===== src/rtl/uart_tx_arbiter.sv =====
// Round-robin arbiter that feeds one character at a time from NUM_REQ
// requesters into a single UART transmitter and supervises its busy flag.
//
// Handshake: a requester holds req_valid/req_data stable until it sees its
// req_ready bit high for one cycle. That pulse coincides with tx_start and
// means the character has been taken; the requester may then drop
// req_valid or present its next character. The transmitter is expected to
// raise tx_busy within BUSY_TIMEOUT cycles of tx_start and drop it once the
// character is on the line.
module uart_tx_arbiter #(
  parameter int NUM_REQ      = 4,
  parameter int DATA_WIDTH   = 8,
  parameter int BUSY_TIMEOUT = 4,
  localparam int GID_W       = (NUM_REQ > 1) ? $clog2(NUM_REQ) : 1
) (
  input  logic                          clk,
  input  logic                          rst,
  input  logic                          enable,
  input  logic [NUM_REQ-1:0]            req_valid,
  input  logic [NUM_REQ*DATA_WIDTH-1:0] req_data,
  output logic [NUM_REQ-1:0]            req_ready,
  output logic                          tx_start,
  output logic [DATA_WIDTH-1:0]         tx_data,
  input  logic                          tx_busy,
  output logic                          grant_valid,
  output logic [GID_W-1:0]              grant_id,
  output logic                          tx_done,
  output logic                          timeout_err,
  output logic [1:0]                    state_dbg
);

  localparam int CNT_W = (BUSY_TIMEOUT > 2) ? $clog2(BUSY_TIMEOUT) : 1;

  localparam logic [1:0] S_IDLE      = 2'd0;
  localparam logic [1:0] S_LAUNCH    = 2'd1;
  localparam logic [1:0] S_WAIT_BUSY = 2'd2;
  localparam logic [1:0] S_WAIT_DONE = 2'd3;

  localparam logic [CNT_W-1:0] CNT_LAST = CNT_W'(BUSY_TIMEOUT - 1);
  localparam logic [GID_W-1:0] GID_LAST = GID_W'(NUM_REQ - 1);

  logic [1:0]            state;
  logic [1:0]            state_nxt;
  logic [GID_W-1:0]      rr_ptr;
  logic [CNT_W-1:0]      busy_cnt;

  logic                  win_found;
  logic [GID_W-1:0]      win_id;
  logic [GID_W-1:0]      cand;
  int                    scan_idx;
  logic [DATA_WIDTH-1:0] win_data;
  logic                  arb_fire;

  logic [DATA_WIDTH-1:0] data_arr [NUM_REQ];

  // Unpack the flat request data bus into one entry per requester.
  for (genvar g = 0; g < NUM_REQ; g++) begin : g_unpack
    assign data_arr[g] = req_data[g*DATA_WIDTH +: DATA_WIDTH];
  end

  // Round-robin search: first valid index at or above rr_ptr, wrapping to 0.
  always_comb begin
    win_found = 1'b0;
    win_id    = '0;
    cand      = '0;
    scan_idx  = 0;
    for (int k = 0; k < NUM_REQ; k++) begin
      scan_idx = int'(rr_ptr) + k;
      if (scan_idx >= NUM_REQ) scan_idx = scan_idx - NUM_REQ;
      cand = GID_W'(scan_idx);
      if (!win_found && req_valid[cand]) begin
        win_found = 1'b1;
        win_id    = cand;
      end
    end
  end

  assign win_data = data_arr[win_id];

  // A grant is taken only from IDLE, with the transmitter free and enabled;
  // win_found doubles as the "any request pending" term.
  assign arb_fire = enable && !tx_busy && win_found;

  // Next-state selection; an unknown encoding falls back to IDLE.
  always_comb begin
    state_nxt = S_IDLE;
    case (state)
      S_IDLE:      state_nxt = arb_fire ? S_LAUNCH : S_IDLE;
      S_LAUNCH:    state_nxt = S_WAIT_BUSY;
      S_WAIT_BUSY: begin
        if (tx_busy)                    state_nxt = S_WAIT_DONE;
        else if (busy_cnt == CNT_LAST)  state_nxt = S_IDLE;
        else                            state_nxt = S_WAIT_BUSY;
      end
      S_WAIT_DONE: state_nxt = tx_busy ? S_WAIT_DONE : S_IDLE;
      default:     state_nxt = S_IDLE;
    endcase
  end

  // State, round-robin pointer, captured grant and busy-wait counter.
  always_ff @(posedge clk or posedge rst) begin
    if (rst) begin
      state    <= S_IDLE;
      rr_ptr   <= '0;
      grant_id <= '0;
      tx_data  <= '0;
      busy_cnt <= '0;
    end else begin
      state <= state_nxt;
      if ((state == S_IDLE) && arb_fire) begin
        tx_data  <= win_data;
        grant_id <= win_id;
        rr_ptr   <= (win_id == GID_LAST) ? '0 : win_id + 1'b1;
      end
      // Counter runs only while waiting for busy; it is zero on entry.
      if (state == S_WAIT_BUSY) busy_cnt <= busy_cnt + 1'b1;
      else                      busy_cnt <= '0;
    end
  end

  // Output decode. Start/ready follow LAUNCH; the completion pulses are
  // raised in the same cycle that decides the return to IDLE.
  always_comb begin
    tx_start    = (state == S_LAUNCH);
    grant_valid = (state == S_LAUNCH) || (state == S_WAIT_BUSY) ||
                  (state == S_WAIT_DONE);
    req_ready   = '0;
    if (state == S_LAUNCH) req_ready[grant_id] = 1'b1;
    tx_done     = (state == S_WAIT_DONE) && !tx_busy;
    timeout_err = (state == S_WAIT_BUSY) && !tx_busy && (busy_cnt == CNT_LAST);
  end

  assign state_dbg = state;

endmodule


===== config.mk =====
export PLATFORM = sky130hd
export DESIGN_NAME = uart_tx_arbiter
export DESIGN_NICKNAME = d
export VERILOG_FILES = /design/src/rtl/uart_tx_arbiter.sv
export SDC_FILE = /design/constraint.sdc
export NUM_CORES = 1
export LEC_CHECK = 0
export CORE_ASPECT_RATIO = 0.6
export CORE_UTILIZATION = 35
export DETAILED_ROUTE_END_ITERATION = 8
export GPL_TIMING_DRIVEN = 0
export HOLD_SLACK_MARGIN = 0.08
export PLACE_DENSITY = 0.87
export SLEW_MARGIN = 20
export SYNTH_ARGS = -nofsm -noshare
export SYNTH_HDL_FRONTEND = slang
export SYNTH_SLANG_ARGS = --single-unit
export TNS_END_PERCENT = 20

===== constraint.sdc =====
create_clock -name clk -period 1.79 [get_ports clk]
set_clock_uncertainty 0.1 [all_clocks]
set_input_delay 0.358 -clock clk [delete_from_list [all_inputs] [get_ports clk]]
set_output_delay 0.358 -clock clk [all_outputs]
set_load 0.05 [all_outputs]

==> run_results.csv, run 1 <==
group,metric,value,unit
outcome,status,"finished with violations",
outcome,violations,"setup timing",
critical_path,start_kind,"input port",
synthesis,synth.avg_cell_area,10.66,um^2
sta,finalHoldViolCount,0,
clock_tree,cts_sinks,16,
critical_path,cp.required,1830,ps
place,dp_hpwl,2.512,mm
clock_tree,cts.clk_slew.worst_paths,70,ps
critical_path,cp_slowest_cell,"or3b_4",
synthesis,synth_cells,106,
critical_path,setup.worst_path.end,"tx_data[5]",
clock_tree,clockBufferDepth,2,
die,die_area,0.003467,mm^2
power_and_ir_drop,p_per_area,1537,mW/mm^2
power_and_ir_drop,internal_power,1.563,mW
critical_path,crit_cells,7,
die,die_x,75.35,um
place,gp_congestion,0.9709,
routing,postRouteAntennaNets,0,
die,ios,60,
clock_tree,cts_tree,"built",
synthesis,netlist_area,0.001130,mm^2
synthesis,yosys_warnings,0,
critical_path,end_kind,"register",
routing,post-route-drc-count,0,
sta,worstMarginPinSlew,641.0,ps
power_and_ir_drop,sequentialPowerShare,23.4,%
global_route,grtUsageTotal,20.25,%
sta,rsz0062_at_grt,"yes",
power_and_ir_drop,p_sw_share,49.07,%
critical_path,r2r_start,"rr_ptr[1]",
sta,min_period,1965,ps
synthesis,yosysSeqAreaShare,35.44,%
routing,drt-initial-drc-count,113,
final_layout,seq_area,404.1,um^2
sta,fin_ws,-174.7,ps
final_layout,n_antenna_cell,0,
routing,routed-via-count,1157,
routing,wire_per_inst,16.83,um
job,cap_violations,0,
power_and_ir_drop,p_sw,1.506,mW
critical_path,setup.worst_path.class,"input port to register",
critical_path,crit_path_start,"req_valid[1]",
sta,setup-violations-final,15,
die,initial_utilization,38.10,%
synthesis,synth_fp_nets,147,
clock_tree,numCtsBuffers,3,
global_route,antenna_found_initial,0,
critical_path,crit_family,"simple AND/OR/NAND/NOR gates",
sta,max_slew_margin,56.80,%
power_and_ir_drop,ir_drop,0.0009918,V
min_path,hold_class,"register to register",
routing,avgViaCountPerCell,5.307,
critical_path,worst_r2r_path_depth,6,
clock_tree,cts_root_buffer,"clkbuf_8",
sta,clock.fmax,509.0,MHz
critical_path,r2r_end,"tx_data[5]",
sta,drv_slew,0,
final_layout,drive_gt1_share,37.50,%
sta,holdWs,358.3,ps
place,dpl_cell_area,0.001837,mm^2
critical_path,critPathMaxFanout,7,
final_layout,final_area,0.001997,mm^2
place,post-place-ws,-703.9,ps
power_and_ir_drop,p_total,3.069,mW
critical_path,cp_cell_sequence,"dlygate4sd2_1, or3b_4, o221ai_4, buf_12, mux2_2, nor3_1, a211oi_2",
die,die_y,46.01,um
global_route,grt.overflow.total,0,
die,core_area,0.002965,mm^2
critical_path,arrival,2000,ps
synthesis,ys_types,33,
routing,wl,3.669,mm
routing,firstDrtPassIters,4,
global_route,grt_first_pass_wirelength,5.009,mm
clock_tree,worstSkewPairLatency,260,ps
global_route,grt_pass1_vias,1049,
final_layout,multi_input_area,739.5,um^2
power_and_ir_drop,p_clk_share,10.7,%
critical_path,cpPeakStageDelay,460,ps
final_layout,n_fill_cell,239,
clock_tree,htreeDepth,1,
global_route,grt_max_degree,17,
critical_path,r2r_slack,-160,ps
power_and_ir_drop,p_leak,0.8264,nW
power_and_ir_drop,combPwrFrac,65.9,%
sta,period_share,109.8,%
die,rows,15,
synthesis,ys_ff_latch,16,
final_layout,layout.nets,218,
place,port_buffers,59,
final_layout,area_delta_synth_final,76.74,%
critical_path,crit_buf_inv,2,
kinds of logic (layout without fill, tap and decap cells):
logic type,after synthesis,count (layout),share of synthesized area [%]
and+or+nand+nor,40,40,19.05
DFF,16,16,35.44
AOI/OAI and AO/OA,22,22,19.05
xor gates and xnor gates,1,1,0.7753
buffers and inverters,8,78,6.976
adders and majority gates,1,1,1.107
muxes,18,18,17.61
worst min-delay path by stage:
stage	start	to	slack, ps	cells past startpoint
floorplan	rst	busy_cnt[0]	170	1
global placement	busy_cnt[0]	busy_cnt[0]	330	1
detailed placement	busy_cnt[0]	busy_cnt[0]	340	1
CTS	busy_cnt[0]	busy_cnt[0]	350	1
global route	busy_cnt[0]	busy_cnt[0]	380	1
finish	busy_cnt[0]	busy_cnt[0]	360	1
layer usage:
metal	GRT usage (%)	wire length [um]	vias to the layer above
met4	7.778	59	0
li1	-	-	532
met3	5.752	286	9
met5	0	0	-
met1	24.76	1463	562
met2	34.29	1859	54
power groups by stage:
stage | clock, mW | combinational, mW | sequential (mW)
after floorplan | 0 | 0.867 | 1.17
after global placement | 0 | 1.83 | 0.729
after detailed placement | 0 | 1.87 | 0.742
after CTS | 0.332 | 1.91 | 0.708
after global routing | 0.356 | 2.12 | 0.738
final | 0.327 | 2.02 | 0.719
registers in the layout, indices dropped and copies added, names as in the netlist:
register   flops
grant_id       2
tx_data        8
busy_cnt       2
state_dbg      2
rr_ptr         2
cell usage after synthesis (all sizes together):
master | n | area (um^2)
dfrtp | 16 | 400.4
o221ai | 1 | 26.28
clkbuf | 1 | 13.76
and2 | 1 | 7.510
nor4bb | 1 | 10.01
a21oi | 4 | 20.02
o21a | 1 | 7.510
and3 | 1 | 6.260
o22ai | 1 | 6.260
mux2 | 9 | 108.9
nand2b | 1 | 6.260
nor3 | 10 | 60.06
buf | 4 | 53.80
nor2 | 12 | 45.04
a21o | 1 | 7.510
mux2i | 9 | 90.09
o41a | 1 | 12.51
o21ai | 3 | 15.01
a211oi | 8 | 100.1
inv | 3 | 11.26
a21boi | 1 | 11.26
or3b | 1 | 8.760
nand2 | 7 | 26.28
ha | 1 | 12.51
or2 | 1 | 6.260
or2b | 1 | 7.510
and3b | 1 | 8.760
nor3b | 3 | 22.52
o41ai | 1 | 8.760
xnor2 | 1 | 8.760
worst reg2reg max path, delay by kind of cell, from the launching register on:
family / cells / cell delay [ps]
AND/OR/NAND/NOR: 2 / 630
flip-flops: 1 / 450
multiplexers: 1 / 340
AO/OA/AOI/OAI: 2 / 170
buffers and inverters: 1 / 160
repair_timing:
item	CTS	global route
pin swaps	2	1
buffers inserted	4	3
hold buffers	0	0
endpoints found under the setup margin	33	20
resized for setup	68	17
per-stage QoR:
stage          TNS [ps]  utilization [%]  instances
6_report          -1371            67.34        218
5_1_grt           -2282            67.34        218
4_1_cts           -1605            65.32        215
3_5_place_dp     -11290            61.94        207
3_3_place_gp      -9951            61.94        207
2_1_floorplan     -1893                -        106
area by class of cell:
| cell class | count | area share (%) |
|---|---|---|
| multi-input combinational | 82 | 37.03 |
| timing repair buffer | 66 | 32.96 |
| sequential | 16 | 20.24 |
| buffer | 5 | 3.634 |
| clock buffer | 4 | 2.757 |
| tap | 42 | 2.632 |
| inverter | 3 | 0.7519 |
cells in the final DEF (no fill, tap or decap), drive strengths merged, types with 2 or more instances in the layout:
cell / instances
a211oi: 8
a21oi: 4
buf: 20
clkbuf: 4
clkdlybuf4s15: 4
clkdlybuf4s50: 34
dfrtp: 16
dlygate4sd2: 13
inv: 2
mux2: 9
mux2i: 9
nand2: 7
nor2: 12
nor3: 10
nor3b: 3
o21ai: 3
No activity file was read; power rests on OpenSTA's default activity.
==> run 2, diff against run 1 <==
CELL_PAD_IN_SITES_DETAIL_PLACEMENT = 0   (was default)
CELL_PAD_IN_SITES_GLOBAL_PLACEMENT = 2   (was default)
CORE_UTILIZATION = 20   (was 35)
PLACE_DENSITY = 0.86   (was 0.87)
RECOVER_POWER = 50   (was default)
==> run_results.csv, run 2 (same netlist as run 1, synthesis figures left out) <==
group,metric,value,unit
die,ios,60,
critical_path,cp.required,1330,ps
critical_path,crit_path_start,"state_dbg[1]",
critical_path,r2r_start,"rr_ptr[1]",
global_route,grt.overflow.total,0,
final_layout,largest_reg_flops,8,
final_layout,drive_gt1_share,42.93,%
critical_path,r2r_end,"tx_data[3]",
sta,finalHoldViolCount,0,
sta,drv_slew,0,
critical_path,setup.worst_path.end,"req_ready[3]",
final_layout,mostFrequentLayoutCells,"clkdlybuf4s50_1, dfrtp_1, dlygate4sd2_1, buf_4, nor2_1",
sta,worstMarginPinSlew,779.3,ps
critical_path,worst_r2r_path_depth,6,
clock_tree,worstSkewPairLatency,250,ps
clock_tree,cts_root_buffer,"clkbuf_8",
die,core_area,0.005255,mm^2
sta,rsz0062_at_grt,"yes",
final_layout,n_fill_cell,520,
critical_path,arrival,1410,ps
power_and_ir_drop,ir_drop,0.0004977,V
critical_path,r2r_slack,-70,ps
sta,setup-violations-final,14,
final_layout,n_antenna_cell,0,
critical_path,critPathMaxFanout,4,
die,die_area,0.005964,mm^2
global_route,grt_max_degree,17,
routing,post-route-drc-count,0,
sta,period_share,104.5,%
sta,min_period,1871,ps
place,gp_congestion,0.6953,
routing,wire_per_inst,13.36,um
clock_tree,clockBufferDepth,2,
min_path,hold_class,"register to register",
final_layout,final_util,40.19,%
critical_path,start_kind,"register",
final_layout,final_common_cell,"clkdlybuf4s50_1",
die,die_x,99.03,um
routing,firstDrtPassIters,4,
global_route,grt_pass1_vias,961,
clock_tree,cts_sinks,16,
critical_path,end_kind,"primary output",
place,dp_hpwl,2.464,mm
sta,max_slew_margin,47.48,%
job,cap_violations,0,
final_layout,seq_area,404.1,um^2
global_route,grt_first_pass_wirelength,5.023,mm
final_layout,layout.nets,226,
power_and_ir_drop,p_leak,0.8778,nW
clock_tree,cts.clk_slew.worst_paths,70,ps
routing,avgViaCountPerCell,4.424,
sta,clock.fmax,534.4,MHz
outcome,status,"finished with violations",
routing,drt-initial-drc-count,49,
clock_tree,cts_tree,"built",
power_and_ir_drop,p_total,3.118,mW
routing,postRouteAntennaNets,0,
die,die_y,60.22,um
clock_tree,numCtsBuffers,3,
place,port_buffers,59,
final_layout,regMostFlops,"tx_data",
global_route,antenna_found_initial,0,
routing,wl,3.341,mm
clock_tree,htreeDepth,1,
final_layout,multi_input_area,777.0,um^2
outcome,violations,"setup timing",
final_layout,area_delta_synth_final,86.93,%
sta,fin_ws,-81.39,ps
die,rows,20,
critical_path,setup.worst_path.class,"register to primary output",
die,initial_utilization,21.50,%
power_and_ir_drop,p_per_area,1476,mW/mm^2
global_route,grtUsageTotal,11.15,%
routing,routed-via-count,1106,
[run 2: cell count changes in the layout (fill, tap and decap cells not counted), sizes merged]
cell	before	now
clkbuf	4	7
buf	20	26
clkdlybuf4s15	4	3
[run 2: worst min path at each step]
stage / depth (start not counted) / endpoint / from
final: 1 / busy_cnt[0] / busy_cnt[0]
after CTS: 1 / busy_cnt[0] / busy_cnt[0]
after floorplan: 1 / busy_cnt[0] / rst
after global placement: 1 / busy_cnt[0] / busy_cnt[0]
after global routing: 1 / busy_cnt[0] / busy_cnt[0]
after detailed placement: 1 / busy_cnt[0] / busy_cnt[0]
[run 2: report_power, final]
group / internal (mW) / total, mW / switching (mW)
Combinational: 0.890 / 2.08 / 1.19
Clock: 0.195 / 0.329 / 0.134
Sequential: 0.540 / 0.708 / 0.168
[run 2: what timing repair did]
item / 4_1_cts / 5_1_grt
hold buffers: 0 / 0
endpoints found under the setup margin: 33 / 23
buffers inserted: 6 / 10
pin swaps: 2 / 2
resized for setup: 77 / 14
[run 2: layout make-up]
type	instances	share of cell area, %
Tap cell	66	3.910
Timing Repair Buffer	75	34.12
Buffer	4	2.725
Sequential cell	16	19.14
Clock buffer	4	2.607
Multi-Input combinational cell	82	36.79
Inverter	3	0.7109
[run 2: through the flow]
stage                     TNS (ps)  cell area [um^2]  hold slack, ps  std cells  setup WS [ps]
after floorplan              -1893              1194           171.6        106         -203.2
after global placement      -12140              1867           334.2        231         -751.8
after detailed placement    -12140              1867           330.5        231         -748.4
after CTS                    -1136              2008           338.3        241         -141.4
after global routing         -1631              2112           347.7        250         -127.3
final                       -667.8              2112           335.2        250         -81.39
[run 2: critical path: stages (launching register included)]
cell        delay (ps)
dfrtp_2            430
or2b_4             300
clkinvlp_4         100
and3_4             190
buf_8              140
[run 2: metal layers]
metal / routed length, um / global-route usage [%] / vias to the layer above
met5: 0 / 0 / -
met4: 19 / 2.559 / 0
met3: 234 / 2.924 / 2
met2: 1334 / 14.99 / 38
met1: 1752 / 17.15 / 520
li1: - / - / 546
==> run 3, diff against run 2 <==
ABC_AREA = 1   (was default)
CORE_UTILIZATION = 19   (was 20)
PLACE_DENSITY = 0.88   (was 0.86)
==> run_results.csv, run 3 <==
group,metric,value,unit
outcome,status,"finished with violations",
outcome,violations,"setup timing",
clock_tree,cts_root_buffer,"clkbuf_16",
sta,min_period,2005,ps
final_layout,fin_cells,402,
die,rows,23,
die,die_x,113.2,um
final_layout,final_area,0.002592,mm^2
synthesis,yosysSeqAreaShare,28.39,%
final_layout,drive_gt1_share,30.48,%
critical_path,worst_r2r_path_depth,15,
global_route,antenna_found_initial,0,
power_and_ir_drop,p_sw_share,53.07,%
place,gp_congestion,0.7108,
routing,wl,4.657,mm
power_and_ir_drop,combPwrFrac,78.8,%
synthesis,yosys-top-cells-area,"dfrtp_1, nand2_1, inv_1",
final_layout,layout.nets,357,
min_path,hold_class,"register to register",
synthesis,muxShareOfSynthArea,0,%
sta,holdWs,336.8,ps
clock_tree,cts_tree,"built",
power_and_ir_drop,p_sw,2.892,mW
critical_path,setup.worst_path.end,"req_ready[1]",
global_route,grt_pass1_vias,1531,
critical_path,cpPeakStageDelay,400,ps
synthesis,synth_top_area_cell,"dfrtp_1",
routing,avgViaCountPerCell,4.294,
sta,drv_slew,0,
synthesis,ys_async_sr_fraction,100.0,%
clock_tree,cts.clk_slew.worst_paths,50,ps
synthesis,synth_edf_count,0,
critical_path,r2r_end,"tx_data[6]",
critical_path,r2r_slack,-200,ps
critical_path,crit_buf_inv,3,
sta,max_slew_margin,58.99,%
sta,finalHoldViolCount,0,
global_route,grt.overflow.total,0,
power_and_ir_drop,p_per_area,2102,mW/mm^2
routing,post-route-drc-count,0,
place,port_buffers,59,
critical_path,end_kind,"primary output",
die,initial_utilization,20.42,%
clock_tree,worstSkewPairLatency,240,ps
critical_path,critPathMaxFanout,5,
clock_tree,numCtsBuffers,3,
routing,firstDrtPassIters,4,
clock_tree,cts_hold_buf,0,
synthesis,yosys_warnings,0,
die,ios,60,
final_layout,regMostFlops,"tx_data",
synthesis,ys_types,24,
synthesis,synth_cells,235,
clock_tree,cts_sinks,16,
sta,setup-violations-final,16,
synthesis,yosysTopAreaCellShare,28.39,%
min_path,hold_depth,1,
critical_path,cp_cell_sequence,"inv_1, nor2_4, inv_1, nor3_4, clkdlybuf4s18_2",
synthesis,synth_xor_area_share,0,%
sta,rsz0062_at_grt,"yes",
synthesis,synth_fp_nets,276,
routing,routed-via-count,1726,
sta,worstMarginPinSlew,614.4,ps
critical_path,cp_slowest_cell,"dfrtp_2",
power_and_ir_drop,sequentialPowerShare,12.5,%
power_and_ir_drop,p_clk_share,8.7,%
critical_path,crit_family,"buffers and inverters",
routing,wire_per_inst,11.58,um
final_layout,n_fill_cell,760,
sta,fin_ws,-215.0,ps
routing,postRouteAntennaNets,0,
sta,clock.fmax,498.7,MHz
final_layout,n_antenna_cell,0,
critical_path,setup.worst_path.class,"register to primary output",
critical_path,crit_top_cell,"inv_1",
place,dp_hpwl,3.497,mm
synthesis,synth.avg_cell_area,6.000,um^2
final_layout,final_common_cell,"nand2_1",
critical_path,crit_path_start,"state_dbg[0]",
synthesis,synth.most_common_cell,"nand2_1",
critical_path,arrival,1550,ps
place,dp.cells,381,
critical_path,start_kind,"register",
clock_tree,clockBufferDepth,2,
power_and_ir_drop,internal_power,2.557,mW
sta,period_share,112.0,%
final_layout,mostFrequentLayoutCells,"nand2_1, inv_1, clkdlybuf4s50_1, nand2_2, buf_4",
global_route,grt_max_degree,17,
power_and_ir_drop,p_leak,1.417,nW
synthesis,ys_ff_latch,16,
die,core_area,0.006907,mm^2
synthesis,synth_compound_area_share,2.662,%
critical_path,r2r_start,"rr_ptr[0]",
synthesis,synth_top_family_by_area,"simple AND/OR/NAND/NOR gates",
power_and_ir_drop,ir_drop,0.0006456,V
routing,drt-initial-drc-count,62,
clock_tree,htreeDepth,1,
place,dpl_cell_area,0.002170,mm^2
global_route,grt_first_pass_wirelength,7.134,mm
final_layout,largest_reg_flops,8,
synthesis,synth_fa_ha_area_share,0.8873,%
synthesis,yosys_most_used_dff,"dfrtp_1",
critical_path,crit_cells,5,
synthesis,synthSimpleGateAreaFrac,49.96,%
synthesis,netlist_area,0.001410,mm^2
synthesis,netlist_top_cells_count,"nand2_1, inv_1, nand3_1, dfrtp_1, nand4_1",
sta,setup-tns-final,-2502,ps
final_layout,area_delta_synth_final,83.85,%
die,die_y,68.73,um
critical_path,cp.required,1330,ps
die,die_area,0.007781,mm^2
global_route,grtUsageTotal,11.67,%
job,cap_violations,0,
-- run 3: cell count changes after synthesis, moves of 3 or more --
cell	previous run	this run
a211oi_2	8	0
a21oi_1	4	1
buf_2	0	5
inv_1	3	49
mux2_2	7	0
mux2i_1	9	0
nand2_1	7	91
nand3_1	0	24
nand4_1	0	16
nor2_1	12	8
nor3_1	8	5
-- run 3: what timing repair did --
item / 4_1_cts / 5_1_grt
resized for setup: 51 / 65
cloned: 0 / 2
pin swaps: 2 / 20
buffers inserted: 3 / 12
setup endpoints to repair: 33 / 22
-- run 3: layout make-up --
cell class / count / area, um^2 / share of cell area, %
inverter: 52 / 210.2 / 8.108
tap: 87 / 108.9 / 4.199
multi-input combinational: 159 / 969.7 / 37.40
timing repair buffer: 76 / 734.5 / 28.33
sequential: 16 / 404.1 / 15.59
buffer: 8 / 76.32 / 2.944
clock buffer: 4 / 88.84 / 3.427
-- run 3: worst reg2reg max path, cell delays in order, from the launching register on --
cell      delay [ps]
dfrtp_1          390
buf_6            150
clkinv_8          60
buf_8            110
nand2_4           60
nand3_4           90
nand2_4           70
nor2_4           170
nand3_4          140
nand3_4          130
buf_12           130
nand2_1           50
nand3_1           70
nand2_1           70
nand2_1           60
nand2_1           60
-- run 3: worst min path at each step --
stage	from	to	slack (ps)
floorplan	rst	busy_cnt[0]	170
global placement	busy_cnt[0]	busy_cnt[0]	320
detailed placement	busy_cnt[0]	busy_cnt[0]	330
CTS	busy_cnt[0]	busy_cnt[0]	340
global route	busy_cnt[0]	busy_cnt[0]	380
finish	busy_cnt[0]	busy_cnt[0]	340
-- run 3: kinds of logic after synthesis --
group,after synthesis
adder cells (fa/ha/maj),1
AO/OA/AOI/OAI,6
AND/OR/NAND/NOR,152
flip-flops,16
buffers and inverters,60
-- run 3: power by group through the flow --
stage / Clock [mW] / Sequential (mW) / Combinational, mW
after floorplan: 0 / 1.06 / 2.00
after global placement: 0 / 0.676 / 3.30
after detailed placement: 0 / 0.675 / 3.31
after CTS: 0.483 / 0.670 / 3.40
after global routing: 0.498 / 0.706 / 4.66
final: 0.472 / 0.683 / 4.29
-- run 3: layer usage --
metal  wire length (um)  GRT usage (%)
met4                  0              0
met1               2498          17.91
met3                225          2.972
met2               1933          17.02
met5                  0              0
-- run 3: per-stage QoR --
stage / utilization (%) / power (mW) / setup WS [ps]
after floorplan: - / 3.064 / -371.2
after global placement: 31.41 / 3.977 / -632.4
after detailed placement: 31.41 / 3.981 / -621.9
after CTS: 33.15 / 4.552 / -262.3
after global routing: 37.54 / 5.865 / -323.6
final: 37.54 / 5.449 / -215.0
